===== config.mk =====
export PLATFORM = sky130hd
export DESIGN_NAME = decode_stage
export DESIGN_NICKNAME = d
export VERILOG_FILES = /design/src/rtl/rv_decode_pkg.sv /design/src/rtl/decode_comb.sv /design/src/rtl/decode_stage.sv
export SDC_FILE = /design/constraint.sdc
export NUM_CORES = 1
export LEC_CHECK = 0
export BUFFER_PORTS_ARGS = -buffer_cell sky130_fd_sc_hd__buf_2
export CORE_ASPECT_RATIO = 0.9
export CORE_UTILIZATION = 40
export DETAILED_ROUTE_END_ITERATION = 7
export HOLD_SLACK_MARGIN = 0.02
export PLACE_DENSITY_LB_ADDON = 0.25
export SLEW_MARGIN = 40
export SYNTH_ARGS = -nofsm -noshare
export SYNTH_HDL_FRONTEND = slang
export SYNTH_SLANG_ARGS = --single-unit

===== constraint.sdc =====
create_clock -name clk -period 1.8 [get_ports clk]
set_input_delay 0.36 -clock clk [delete_from_list [all_inputs] [get_ports clk]]
set_output_delay 0.36 -clock clk [all_outputs]
set_load 0.005 [all_outputs]

===== src/rtl/rv_decode_pkg.sv =====
// Shared RV decode definitions: opcodes, aluOP code points, legality helpers.
// Latency: n/a (constants and pure functions only).
// Backpressure: n/a.
package rv_decode_pkg;

   localparam logic [6:0] OPC_LOAD   = 7'b0000011;
   localparam logic [6:0] OPC_OPIMM  = 7'b0010011;
   localparam logic [6:0] OPC_AUIPC  = 7'b0010111;
   localparam logic [6:0] OPC_STORE  = 7'b0100011;
   localparam logic [6:0] OPC_OP     = 7'b0110011;
   localparam logic [6:0] OPC_LUI    = 7'b0110111;
   localparam logic [6:0] OPC_BRANCH = 7'b1100011;
   localparam logic [6:0] OPC_JALR   = 7'b1100111;
   localparam logic [6:0] OPC_JAL    = 7'b1101111;

   // aluOP code points; each group is a base plus an offset derived from funct3
   localparam logic [5:0] ALU_LOAD_BASE  = 6'd0;
   localparam logic [5:0] ALU_IMM_BASE   = 6'd5;
   localparam logic [5:0] ALU_AUIPC      = 6'd14;
   localparam logic [5:0] ALU_STORE_BASE = 6'd15;
   localparam logic [5:0] ALU_REG_BASE   = 6'd18;
   localparam logic [5:0] ALU_LUI        = 6'd28;
   localparam logic [5:0] ALU_BR_BASE    = 6'd29;
   localparam logic [5:0] ALU_JALR       = 6'd35;
   localparam logic [5:0] ALU_JAL        = 6'd36;

   localparam logic [2:0] F3_LD = 3'd3;

   typedef struct packed {
      logic       reg_write;
      logic       mem_to_reg;
      logic       mem_write;
      logic       operand_a;
      logic       operand_b;
      logic       branch;
      logic       jalr_en;
      logic       jal_en;
      logic       illegal;
      logic [5:0] alu_op;
      logic [2:0] br_func3;
   } ctrl_t;

   // LB/LH/LW/LD/LBU only; LD needs a 64-bit datapath
   function automatic logic load_legal(input logic [2:0] f3, input int xlen);
      return (f3 <= 3'd4) && !((f3 == F3_LD) && (xlen == 32));
   endfunction

   // SB/SH/SW only
   function automatic logic store_legal(input logic [2:0] f3);
      return f3 <= 3'd2;
   endfunction

   function automatic logic branch_legal(input logic [2:0] f3);
      return (f3 != 3'd2) && (f3 != 3'd3);
   endfunction

   // ADDI..ANDI in funct3 order, with SRAI slotted directly after SRLI
   function automatic logic [5:0] alu_imm_op(input logic [2:0] f3, input logic alt);
      return ALU_IMM_BASE + 6'(f3) + 6'(f3 > 3'd5) + 6'((f3 == 3'd5) && alt);
   endfunction

   // ADD,SUB,SLL..XOR,SRL,SRA,OR,AND: SUB follows ADD, SRA follows SRL
   function automatic logic [5:0] alu_reg_op(input logic [2:0] f3, input logic alt);
      return ALU_REG_BASE + 6'(f3) + 6'(f3 != 3'd0) + 6'(f3 > 3'd5)
             + 6'(((f3 == 3'd0) || (f3 == 3'd5)) && alt);
   endfunction

   // BEQ,BNE then BLT..BGEU; funct3 2/3 are holes in the encoding
   function automatic logic [5:0] alu_br_op(input logic [2:0] f3);
      return ALU_BR_BASE + ((f3 < 3'd4) ? 6'(f3) : (6'(f3) - 6'd2));
   endfunction

endpackage


===== src/rtl/decode_comb.sv =====
// Purely combinational RV instruction decoder producing control, immediate and register fields.
// Latency: 0 cycles (combinational).
// Backpressure: none; the enclosing stage decides when the result is captured.
// Ports: instruction in; ctrl (control bundle), imm (sign-extended to XLEN), rs1/rs2/rd out.
module decode_comb
   import rv_decode_pkg::*;
#(
   parameter int XLEN      = 32,
   parameter bit BRANCH_EN = 1'b1
) (
   input  logic [31:0]     instruction,
   output ctrl_t           ctrl,
   output logic [XLEN-1:0] imm,
   output logic [4:0]      rs1,
   output logic [4:0]      rs2,
   output logic [4:0]      rd
);

   logic [6:0]  opc;
   logic [2:0]  f3;
   logic        alt;
   logic [31:0] imm_i;
   logic [31:0] imm_s;
   logic [31:0] imm_b;
   logic [31:0] imm_u;
   logic [31:0] imm_j;
   logic [31:0] imm32;

   assign opc = instruction[6:0];
   assign f3  = instruction[14:12];
   assign alt = instruction[30];

   assign imm_i = {{20{instruction[31]}}, instruction[31:20]};
   assign imm_s = {{20{instruction[31]}}, instruction[31:25], instruction[11:7]};
   assign imm_b = {{19{instruction[31]}}, instruction[31], instruction[7],
                   instruction[30:25], instruction[11:8], 1'b0};
   assign imm_u = {instruction[31:12], 12'b0};
   assign imm_j = {{11{instruction[31]}}, instruction[31], instruction[19:12],
                   instruction[20], instruction[30:21], 1'b0};

   // the 32-bit immediate is already sign-correct; widen it preserving the sign
   assign imm = XLEN'($signed(imm32));

   always_comb begin
      ctrl  = '0;
      imm32 = '0;
      rs1   = instruction[19:15];
      rs2   = instruction[24:20];
      rd    = instruction[11:7];
      case (opc)
         OPC_LOAD: begin
            imm32 = imm_i;
            rs2   = '0;
            if (load_legal(f3, XLEN)) begin
               ctrl.reg_write  = 1'b1;
               ctrl.mem_to_reg = 1'b1;
               ctrl.operand_a  = 1'b1;
               ctrl.alu_op     = ALU_LOAD_BASE + 6'(f3);
            end else begin
               ctrl.illegal = 1'b1;
            end
         end
         OPC_OPIMM: begin
            imm32          = imm_i;
            rs2            = '0;
            ctrl.reg_write = 1'b1;
            ctrl.operand_a = 1'b1;
            ctrl.alu_op    = alu_imm_op(f3, alt);
         end
         OPC_JALR: begin
            imm32          = imm_i;
            rs2            = '0;
            ctrl.reg_write = 1'b1;
            ctrl.operand_a = 1'b1;
            ctrl.jalr_en   = 1'b1;
            ctrl.alu_op    = ALU_JALR;
         end
         OPC_STORE: begin
            imm32 = imm_s;
            rd    = '0;
            if (store_legal(f3)) begin
               ctrl.mem_write = 1'b1;
               ctrl.operand_a = 1'b1;
               ctrl.alu_op    = ALU_STORE_BASE + 6'(f3);
            end else begin
               ctrl.illegal = 1'b1;
            end
         end
         OPC_OP: begin
            ctrl.reg_write = 1'b1;
            ctrl.alu_op    = alu_reg_op(f3, alt);
         end
         OPC_LUI: begin
            imm32          = imm_u;
            rs2            = '0;
            ctrl.reg_write = 1'b1;
            ctrl.operand_a = 1'b1;
            ctrl.alu_op    = ALU_LUI;
         end
         OPC_AUIPC: begin
            imm32          = imm_u;
            rs2            = '0;
            ctrl.reg_write = 1'b1;
            ctrl.operand_a = 1'b1;
            ctrl.operand_b = 1'b1;
            ctrl.alu_op    = ALU_AUIPC;
         end
         OPC_JAL: begin
            imm32          = imm_j;
            rs2            = '0;
            ctrl.reg_write = 1'b1;
            ctrl.operand_a = 1'b1;
            ctrl.operand_b = 1'b1;
            ctrl.jal_en    = 1'b1;
            ctrl.alu_op    = ALU_JAL;
         end
         OPC_BRANCH: begin
            // with branches compiled out this opcode is treated like any unknown one
            if (BRANCH_EN) begin
               imm32 = imm_b;
               rd    = '0;
               if (branch_legal(f3)) begin
                  ctrl.branch    = 1'b1;
                  ctrl.operand_b = 1'b1;
                  ctrl.br_func3  = f3;
                  ctrl.alu_op    = alu_br_op(f3);
               end else begin
                  ctrl.illegal = 1'b1;
               end
            end else begin
               ctrl.illegal = 1'b1;
            end
         end
         default: ctrl.illegal = 1'b1;
      endcase
   end

endmodule


===== src/rtl/decode_stage.sv =====
// Registered RV decode stage: decodes a fetched instruction into a control bundle for execute.
// Latency: 1 cycle from in_valid&in_ready to out_valid.
// Backpressure: valid/ready; bundle held while out_valid&!out_ready, in_ready = !out_valid || out_ready.
// Ports: clk/rst_n; in_valid/in_ready/instruction/pc_in from fetch; flush; out_valid/out_ready and
//        pc_out, imm, rs1/rs2/rd plus per-bit control, aluOP and brFunc3 to execute.
module decode_stage
   import rv_decode_pkg::*;
#(
   parameter int XLEN      = 32,
   parameter bit BRANCH_EN = 1'b1
) (
   input  logic            clk,
   input  logic            rst_n,
   input  logic            in_valid,
   output logic            in_ready,
   input  logic [31:0]     instruction,
   input  logic [XLEN-1:0] pc_in,
   input  logic            flush,
   output logic            out_valid,
   input  logic            out_ready,
   output logic [XLEN-1:0] pc_out,
   output logic [XLEN-1:0] imm,
   output logic [4:0]      rs1,
   output logic [4:0]      rs2,
   output logic [4:0]      rd,
   output logic            regWrite,
   output logic            memToReg,
   output logic            memWrite,
   output logic            operandA,
   output logic            operandB,
   output logic            branch,
   output logic            jalrEN,
   output logic            jalEN,
   output logic            illegal,
   output logic [5:0]      aluOP,
   output logic [2:0]      brFunc3
);

   ctrl_t           dec_ctrl;
   ctrl_t           ctrl_q;
   logic [XLEN-1:0] dec_imm;
   logic [4:0]      dec_rs1;
   logic [4:0]      dec_rs2;
   logic [4:0]      dec_rd;
   logic            take;

   decode_comb #(
      .XLEN      (XLEN),
      .BRANCH_EN (BRANCH_EN)
   ) u_decode_comb (
      .instruction (instruction),
      .ctrl        (dec_ctrl),
      .imm         (dec_imm),
      .rs1         (dec_rs1),
      .rs2         (dec_rs2),
      .rd          (dec_rd)
   );

   // an empty or draining slot can take a new instruction in the same cycle
   assign in_ready = !out_valid || out_ready;
   assign take     = in_valid && in_ready && !flush;

   always_ff @(posedge clk or negedge rst_n) begin
      if (!rst_n) begin
         out_valid <= 1'b0;
         pc_out    <= '0;
         imm       <= '0;
         rs1       <= '0;
         rs2       <= '0;
         rd        <= '0;
         ctrl_q    <= '0;
      end else if (flush) begin
         out_valid <= 1'b0;
      end else if (take) begin
         out_valid <= 1'b1;
         pc_out    <= pc_in;
         imm       <= dec_imm;
         rs1       <= dec_rs1;
         rs2       <= dec_rs2;
         rd        <= dec_rd;
         ctrl_q    <= dec_ctrl;
      end else if (out_ready) begin
         out_valid <= 1'b0;
      end
   end

   assign regWrite = ctrl_q.reg_write;
   assign memToReg = ctrl_q.mem_to_reg;
   assign memWrite = ctrl_q.mem_write;
   assign operandA = ctrl_q.operand_a;
   assign operandB = ctrl_q.operand_b;
   assign branch   = ctrl_q.branch;
   assign jalrEN   = ctrl_q.jalr_en;
   assign jalEN    = ctrl_q.jal_en;
   assign illegal  = ctrl_q.illegal;
   assign aluOP    = ctrl_q.alu_op;
   assign brFunc3  = ctrl_q.br_func3;

endmodule

==> summary.md <==
| Metric | Value |
|---|---|
| Run status | `finished with violations` |
| Failing checks | `negative setup slack` |
| Area leader, netlist | `dfrtp_1` |
| Vias in the first global route | `~4.3k` |
| Crit. Startpoint | `instruction[13]` |
| Buffer depth of the longest clock path | `2` |
| Layout Utilization | `0.5898` |
| Share of cells above drive strength 1 | `0.4160` |
| Min-Delay Startpoint | `flush` |
| Vias post-DR | `between 4k and 5k` |
| Final max-slew violation count | `0` |
| Reg area | `2452 sq um` |
| Die H | `roughly 110 microns` |
| Kind of end point of the critical path | `flop` |
| DR vias/cell | `5.087` |
| DR pass1 iterations | `4` |
| Worst min-delay path class | `primary input to flop` |
| DP Worst Slack | `-1134 ps` |
| Final wirelength | `14.37 mm` |
| Max Cap Viol | `0` |
| Synth Instances | `509` |
| Main area contributors after synthesis | `dfrtp_1 50%, nand2_1 13%, ha_1 3.3%, nor2_1 2.7%, a22o_1 2.0%` |
| Detailed placement HPWL | `11.10 mm` |
| Final Hold Viols | `0` |
| RSZ-0062 raised after global routing | `true` |
| First-pass GRT wire length | `22.96 mm` |
| #FFs+latches synth | `98` |
| Cell variety after synth | `68` |
| Area growth syn-to-layout | `40.39%` |
| N_diodes | `0` |
| Worst R2R End | `rs2[4]$_DFFE_PN0P_` |
| Crit path setup slack, layout | `-690.6 ps` |
| RR Startpoint | `out_valid$_DFFE_PN0P_` |
| Initial Utilization | `0.4201` |
| Final cycle utilization of the critical path | `1.384` |
| Core footprint | `11670 sq um` |
| Synth warn | `0` |
| RD Place Congestion | `0.8506` |
| Top FF cell, synth | `dfrtp_1` |
| Fillcell total | `1044` |
| Worst slew pin tran | `~590 ps` |
| CTS sink count | `about 100` |
| Hold path depth | `2` |
| Clock H-tree levels | `3` |
| Worst rel slew slack | `0.6010` |
| Routed Antenna Nets | `0` |
| Worst hold margin | `169.6 ps` |
| Final clock skew | `just under 8 ps` |
| First-iteration detailed-routing DRC count | `roughly 310` |
| Final Net Count | `819` |
| Area of the multi-input gates | `2328 sq um` |
| DIE AREA | `roughly 13000 sq um` |
| Clock slew at reported path FFs | `70 ps` |
| Post-Syn Area per Cell | `9.629 sq um` |
| CTS Buf Count | `9` |
| Type of the worst setup path | `primary input to flop` |
| Initial antenna violation count | `0` |
| Routed WL per cell | `16.07 microns` |
| Post-synth EDFFs | `0` |
| Yosys top cell area share | `0.5004` |
| Post-synth ARST share | `1.000` |
| Startpoint types | `primary input` |
| F_max | `401.5 MHz` |
| Netlist Area Pre-Place | `4901 sq um` |
| Reg2reg path depth | `5` |
| Fin crit period | `2491 ps` |
| Most common library cell in the layout ignoring fill and taps | `nand2_1` |
| Io pins | `between 150 and 200` |
| GRT overflow | `0` |
| Final setup viols | `5` |
| R2r setup slk | `about 150 ps` |
| Cell Pwr Density | `802.6 nW/um^2` |
| GR Util All Layers | `0.2331` |
| Mapped Nets | `595` |
| Clock latency on the worst-skew pair | `340 ps` |
| Drc violations | `0` |
| LEAKAGE | `about 3.5 nW` |
| Die W | `about 120 microns` |
| Crit path max fanout | `3` |
| Sequential area share after synthesis | `0.5004` |
| Most frequent cells in the layout | `168 x nand2_1, 164 x buf_2, 98 x dfrtp_1` |
| Worst EP arrival | `2750 ps` |
| CTS tree | `done` |
| Hold EP | `out_valid$_DFFE_PN0P_` |
| Clk root buf | `clkbuf_16` |
| Critical path required time | `2060 ps` |
| PortBufs | `167` |
| Cell Rows | `37` |
| Pin count of the biggest net entering global routing | `51` |
| Maximum vdd drop | `0.5831 mV` |
-- cells by family after synthesis --
group           Yosys count  share of synthesized area
xor+xnor                  3                   0.005362
fa+ha+maj                17                    0.04953
compound gates           95                     0.1481
buf+inv                  43                    0.05335
simple gates            249                     0.2346
flops                    98                     0.5004
mux                       4                   0.008680
-- Yosys cell counts, types with 4 or more instances --
library cell / instances
a21oi_1: 10
a221oi_1: 7
a22o_1: 11
a31oi_1: 13
a32oi_1: 4
buf_2: 6
clkbuf_1: 15
clkbuf_8: 4
dfrtp_1: 98
fa_1: 4
ha_1: 13
inv_1: 12
nand2_1: 168
nand2b_1: 6
nor2_1: 35
nor3_1: 6
o211ai_1: 10
o21ai_0: 16
-- what timing repair did --
action | 4_1_cts | 5_1_grt
hold buffers | 1 | 0
endpoints found under the setup margin | 6 | 8
endpoints found under the hold margin | 13 | 0
pin swaps | 12 | 12
buffers inserted | 3 | 3
resized for setup | 16 | 9
-- power breakdown --
group	internal [mW]	switching, mW
Combinational	0.528	0.578
Clock	0.993	0.875
Sequential	2.43	0.118
Total	3.95	1.57
-- worst max-delay path by stage --
stage	slack (ps)	cells after the start	to
4_1_cts	-690	14	aluOP[1]$_DFFE_PN0P_
3_5_place_dp	-1130	14	aluOP[1]$_DFFE_PN0P_
2_1_floorplan	-960	13	aluOP[1]$_DFFE_PN0P_
3_3_place_gp	-1050	14	aluOP[1]$_DFFE_PN0P_
6_report	-690	14	aluOP[1]$_DFFE_PN0P_
5_1_grt	-840	14	aluOP[1]$_DFFE_PN0P_
-- metal layers --
| layer | vias up | part of all wire | track usage | wire length [microns] |
|---|---|---|---|---|
| li1 | 2205 | - | - | - |
| met1 | 2178 | 0.47 | 0.3262 | 6769 |
| met2 | 152 | 0.47 | 0.3680 | 6725 |
| met3 | 13 | 0.047 | 0.04628 | 674 |
| met4 | 0 | 0.014 | 0.06420 | 200 |
| met5 | - | 0 | 0 | 0 |
-- per-stage QoR --
stage / instances / cell area [sq um] / TNS (ps) / power, mW
floorplan: 509 / 4967 / -3442 / 3.066
global placement: 872 / 6441 / -6970 / 3.636
CTS: 892 / 6830 / -2152 / 5.555
global route: 894 / 6880 / -2762 / 5.812
finish: 894 / 6880 / -2270 / 5.522
detailed placement: 872 / 6441 / -7830 / 3.664
-- final cells by class --
class,instances,area share
Inverter,12,0.008183
Timing Repair Buffer,244,0.2266
Tap cell,156,0.02837
Clock buffer,10,0.03473
Clock inverter,6,0.007274
Sequential cell,98,0.3564
Multi-Input combinational cell,368,0.3384
-- flip-flops by register name (all words and copies together), names as in the netlist, 3 cells and up --
name     cells
pc_out      32
rs2          5
aluOP        6
imm         32
rs1          5
rd           5
brFunc3      3
-- critical path: stages --
cell,delay (ps)
buf_8,80
clkinvlp_4,100
ha_4,170
and2_4,140
nor2_4,90
inv_2,50
fa_1,530
inv_2,50
ha_4,160
fa_2,520
mux2i_1,70
nor3_1,160
a221oi_1,70
a32oi_1,210
Power figures use the tool's default switching activity.
